===== config.mk =====
export PLATFORM = sky130hd
export DESIGN_NAME = univ_shiftreg
export DESIGN_NICKNAME = d
export VERILOG_FILES = /design/src/rtl/shreg_pkg.sv /design/src/rtl/shift_step.sv /design/src/rtl/univ_shiftreg.sv
export SDC_FILE = /design/constraint.sdc
export NUM_CORES = 1
export LEC_CHECK = 0
export ABC_AREA = 1
export BUFFER_PORTS_ARGS = -buffer_cell sky130_fd_sc_hd__buf_2
export CAP_MARGIN = 10
export CORE_ASPECT_RATIO = 2
export CORE_MARGIN = 1
export CORE_UTILIZATION = 30
export CTS_CLUSTER_DIAMETER = 100
export DETAILED_ROUTE_END_ITERATION = 7
export GPL_ROUTABILITY_DRIVEN = 0
export HOLD_SLACK_MARGIN = 0.05
export SYNTH_ARGS = -nofsm -noshare
export SYNTH_HDL_FRONTEND = slang
export SYNTH_HIERARCHICAL = 1
export SYNTH_SLANG_ARGS = --single-unit

===== constraint.sdc =====
create_clock -name clk -period 2.4 [get_ports clk]
set_clock_uncertainty 0.2 [all_clocks]
set_input_delay 0.24 -clock clk [delete_from_list [all_inputs] [get_ports clk]]
set_output_delay 0.24 -clock clk [all_outputs]
set_load 0.05 [all_outputs]

===== src/rtl/shreg_pkg.sv =====
// ----------------------------------------------------------------------------
// shreg_pkg
// Shared definitions for the universal shift register:
//   - opcode encodings OP_LOAD .. OP_NOP (3 bits)
//   - sequencer state encoding ST_IDLE / ST_SHIFT
//   - is_step_op(): true for opcodes that run through the step sequencer
// ----------------------------------------------------------------------------
package shreg_pkg;

   localparam int OP_W = 3;

   localparam logic [OP_W-1:0] OP_LOAD = 3'b000;
   localparam logic [OP_W-1:0] OP_SHL  = 3'b001;
   localparam logic [OP_W-1:0] OP_SHR  = 3'b010;
   localparam logic [OP_W-1:0] OP_ROL  = 3'b011;
   localparam logic [OP_W-1:0] OP_ROR  = 3'b100;
   localparam logic [OP_W-1:0] OP_ASR  = 3'b101;
   localparam logic [OP_W-1:0] OP_CLR  = 3'b110;
   localparam logic [OP_W-1:0] OP_NOP  = 3'b111;

   typedef enum logic {
      ST_IDLE  = 1'b0,
      ST_SHIFT = 1'b1
   } state_t;

   // Shift and rotate opcodes are the ones that consume a step count.
   function automatic logic is_step_op(input logic [OP_W-1:0] op);
      return (op == OP_SHL) || (op == OP_SHR) || (op == OP_ROL) ||
             (op == OP_ROR) || (op == OP_ASR);
   endfunction

endpackage


===== src/rtl/shift_step.sv =====
// ----------------------------------------------------------------------------
// shift_step
// Combinational single-step shifter: computes the register value after one
// step of the given operation.
// Ports:
//   value  in  N   current register contents
//   op     in  3   operation (only shift/rotate opcodes alter the value)
//   sin    in  1   serial fill bit for SHL / SHR
//   result out N   value after one step
// ----------------------------------------------------------------------------
module shift_step
   import shreg_pkg::*;
#(
   parameter int N = 16
) (
   input  logic [N-1:0]    value,
   input  logic [OP_W-1:0] op,
   input  logic            sin,
   output logic [N-1:0]    result
);

   always_comb begin
      // NOTE: default assigned first so every path drives result; no latch.
      result = value;
      case (op)
         OP_SHL:  result = {value[N-2:0], sin};
         OP_SHR:  result = {sin, value[N-1:1]};
         OP_ROL:  result = {value[N-2:0], value[N-1]};
         OP_ROR:  result = {value[0], value[N-1:1]};
         OP_ASR:  result = {value[N-1], value[N-1:1]};
         default: result = value;
      endcase
   end

endmodule


===== src/rtl/univ_shiftreg.sv =====
// ----------------------------------------------------------------------------
// univ_shiftreg
// N-bit universal shift register with a multi-step sequencer. State updates
// on the falling clock edge; reset is asynchronous and active-high.
// Ports:
//   clk     in  1      clock (falling edge active)
//   rst     in  1      asynchronous active-high reset
//   start   in  1      command request, honoured only in IDLE
//   op      in  3      opcode, latched on accept
//   amt     in  CNT_W  step count for shift/rotate, latched on accept
//   din     in  N      parallel load data
//   sin     in  1      serial fill bit, sampled at every step edge
//   abort   in  1      ends an active shift without performing a step
//   dout    out N      register contents
//   sout_l  out 1      dout[N-1]
//   sout_r  out 1      dout[0]
//   busy    out 1      high while stepping
//   done    out 1      one-period completion pulse
// ----------------------------------------------------------------------------
module univ_shiftreg
   import shreg_pkg::*;
#(
   parameter int N     = 16,
   parameter int CNT_W = 5
) (
   input  logic             clk,
   input  logic             rst,
   input  logic             start,
   input  logic [OP_W-1:0]  op,
   input  logic [CNT_W-1:0] amt,
   input  logic [N-1:0]     din,
   input  logic             sin,
   input  logic             abort,
   output logic [N-1:0]     dout,
   output logic             sout_l,
   output logic             sout_r,
   output logic             busy,
   output logic             done
);

   state_t           state, state_nxt;
   logic [CNT_W-1:0] cnt, cnt_nxt;
   logic [OP_W-1:0]  op_q, op_nxt;
   logic [N-1:0]     dout_nxt;
   logic             done_nxt;
   logic [N-1:0]     step_val;

   shift_step #(.N(N)) u_step (
      .value  (dout),
      .op     (op_q),
      .sin    (sin),
      .result (step_val)
   );

   // Next-state and datapath decisions.
   always_comb begin
      state_nxt = state;
      cnt_nxt   = cnt;
      op_nxt    = op_q;
      dout_nxt  = dout;
      done_nxt  = 1'b0;

      case (state)
         ST_IDLE: begin
            if (start) begin
               done_nxt = 1'b1;
               case (op)
                  OP_LOAD: dout_nxt = din;
                  OP_CLR:  dout_nxt = '0;
                  default: begin
                     // A zero step count completes immediately like a NOP.
                     if (is_step_op(op) && (amt != '0)) begin
                        done_nxt  = 1'b0;
                        op_nxt    = op;
                        cnt_nxt   = amt;
                        state_nxt = ST_SHIFT;
                     end
                  end
               endcase
            end
         end

         ST_SHIFT: begin
            if (abort) begin
               // Leave with the partially shifted value; no step this edge.
               state_nxt = ST_IDLE;
               cnt_nxt   = '0;
               done_nxt  = 1'b1;
            end else begin
               dout_nxt = step_val;
               cnt_nxt  = cnt - CNT_W'(1);
               if (cnt == CNT_W'(1)) begin
                  state_nxt = ST_IDLE;
                  done_nxt  = 1'b1;
               end
            end
         end

         default: state_nxt = ST_IDLE;
      endcase
   end

   always_ff @(negedge clk or posedge rst) begin
      if (rst) begin
         state <= ST_IDLE;
         cnt   <= '0;
         op_q  <= OP_NOP;
         dout  <= '0;
         done  <= 1'b0;
      end else begin
         // NOTE: non-blocking so all registers update from pre-edge values.
         state <= state_nxt;
         cnt   <= cnt_nxt;
         op_q  <= op_nxt;
         dout  <= dout_nxt;
         done  <= done_nxt;
      end
   end

   assign busy   = (state == ST_SHIFT);
   assign sout_l = dout[N-1];
   assign sout_r = dout[0];

endmodule

==> impl_metrics.json <==
{
  "port_buffers": 48,
  "end_kind": "primary output",
  "synth-seq-cells": 26,
  "diodes": 0,
  "grt_max_degree": 29,
  "max-slew-margin-rel_pct": 78.8,
  "path_class": "flop to primary output",
  "final.setup.worst_slack_ns": -0.246,
  "cts_root_buf": "clkbuf_16",
  "min-delay-start": "cnt[1]",
  "grt_pass1_vias": 2344,
  "clock_sinks": 26,
  "synth.avg_cell_area_um2": 6.62,
  "ys_seq_area_share_pct": 32.6,
  "r2r_end": "dout[3]",
  "die-area_mm2": 0.00704,
  "netlist_area_mm2": 0.00201,
  "whs_path_depth": 2,
  "timing.rr.start": "op_q[1]",
  "numCtsBuffers": 3,
  "synthAdderAreaFrac_pct": 1.25,
  "netlist_instances": 303,
  "synth_top_family_by_area": "simple AND/OR/NAND/NOR gates",
  "peakVddDrop_mv": 0.535,
  "placed_area_mm2": 0.00255,
  "vias": 2321,
  "muxShareOfSynthArea_pct": 0,
  "regArea_um2": 654,
  "mostFrequentLayoutCells": "nand2_1 (115), nand3_1 (63), buf_4 (36)",
  "grt.overflow.total": 0,
  "setup_violations": 20,
  "initial_core_util_pct": 31.5,
  "antenna_left": 0,
  "worstPathMaxFanout": 3,
  "cp_slowest_cell": "dfrtn_1",
  "antenna_found_initial": 0,
  "ys_types": 26,
  "hold_viol_final": 0,
  "max_cap_violations": 0,
  "status": "finished, violations left",
  "firstDrtPassIters": 4,
  "synth_top_area_share_pct": 28.7,
  "synth_top_cell_by_area": "dfrtn_1",
  "cp_cell_sequence": "buf_6",
  "layout_commonest_cell": "nand2_1",
  "cp-start-kind": "flop",
  "failed_checks": "setup timing",
  "clk_latency_ns": 0.35,
  "drt_iter0_drc": 74,
  "synth-simple-area-share_pct": 52.7,
  "fin_nets": 412,
  "num_io_pins": 49,
  "htreeDepth": 1,
  "wirelength_mm": 6.31,
  "fp-row-count": 41,
  "final_util_pct": 44.5,
  "clock_path_buffers": 2,
  "place.detailed.hpwl_mm": 4.58,
  "yosys-top-cells-area": "dfrtn_1 (29%), nand2_1 (24%), nand3_1 (16%)",
  "critPathBufInv": 1,
  "synthXorXnorAreaFrac_pct": 0,
  "ff2ff_setup_slack_ns": 0.55,
  "path_clk_slew_ns": 0.05,
  "p_per_area_mw_per_mm2": 1280,
  "drive_above_1_share_pct": 33.2,
  "tns_ns": -2.83,
  "coreArea_mm2": 0.00636,
  "worstMarginPinSlew_ns": 0.317,
  "synth-compound-area-share_pct": 3.12,
  "wl_per_cell_um": 13.5,
  "cp.arrival_ns": 2.21,
  "max_stage_delay_ns": 0.51,
  "grt_pass1_wl_mm": 10.5,
  "required_ns": 1.96,
  "power_uw": 3620,
  "crit_family": "flip-flops",
  "via_per_inst": 4.98,
  "n_fill_cell": 717,
  "post-route-cell-area_mm2": 0.00283,
  "hold_class": "flop to flop",
  "drc": 0,
  "syn-num-nets": 334,
  "die_h_um": 118,
  "worst_r2r_path_depth": 9,
  "synth_warnings": 6,
  "rsz0062_at_grt": "true",
  "areaGrowthSynthToFinish_pct": 40.9,
  "min_to": "cnt[1]",
  "die_w_um": 59.8,
  "multiInputGateArea_mm2": 0.00121,
  "hold_buffers": 0,
  "final-max-slew-violation-count": 0,
  "cts_tree": "done",
  "total_leakage_power_uw": 0.00154,
  "grt_use_total_pct": 19.2
}
[tightest hold or removal path: stages (launching register included)]
cell	delay (ns)
dfrtn_1	0.44
nand3_1	0.09
nand2_1	0.06
[cells in the mapped netlist, drive strengths merged]
cell type	n
dfstp	3
clkbuf	1
inv	21
nand3	65
or2	1
nand2	136
a21oi	2
ha	2
a21boi	1
nor2	10
dfrtn	23
nand4	16
buf	14
o22ai	1
o21ai	7
[cells by family (layout without fill, tap and decap cells)]
logic type,after synthesis,after routing
simple gates,228,228
buf+inv,36,113
flops,26,26
fa+ha+maj,2,2
compound gates,11,11
[where the power goes]
part	leakage, uW	switching, uW	total, uW	internal [uW]
logic	0.00116	1470	2390	914
clock network	0.0000569	181	413	232
registers	0.000323	175	825	649
total	0.00154	1830	3620	1800
[timing repair]
action                     CTS  global route
buffers inserted             4             2
cloned                       0             0
setup endpoints to repair   20            32
pin swaps                    0             0
gates resized for setup     36             8
[sequential cells by signal, indices dropped and copies added, names as in the netlist]
signal and cells:
done 1, dout 16, cnt 5, op_q 3, busy 1
[metrics by stage]
stage | std cells | hold WS [ns] | setup slack, ns
CTS | 464 | 0.303 | -0.252
global route | 466 | 0.338 | -0.273
floorplan | 303 | 0.259 | -0.216
finish | 466 | 0.307 | -0.246
global placement | 454 | 0.291 | -0.231
detailed placement | 454 | 0.303 | -0.260
[how the worst max path moves through the flow]
stage	to	depth (start not counted)	slack, ns	from
3_5_place_dp	cnt[3]	7	-0.26	op[1]
6_report	sout_r	1	-0.25	dout[0]
5_1_grt	sout_r	1	-0.27	dout[0]
2_1_floorplan	dout[0]	1	-0.22	dout[0]
3_3_place_gp	cnt[3]	6	-0.23	op[2]
4_1_cts	sout_r	1	-0.25	dout[0]
[layer usage]
| metal | up-vias | part of all wire, % | GRT usage, % |
|---|---|---|---|
| li1 | 1144 | - | - |
| met1 | 1095 | 38 | 20.3 |
| met2 | 72 | 56 | 35.8 |
| met3 | 10 | 3.7 | 2.20 |
| met4 | 0 | 2.1 | 7.56 |
| met5 | - | 0 | 0 |
[final cells by class]
type	instances	share of cell area, %
flip-flops and latches	26	23.1
multi-input cells	241	42.7
clock inverters	4	0.575
inverters	20	2.92
well taps	86	3.81
repair buffers	86	24.2
clock buffers	3	2.65
(Power assumes the default switching activity.)
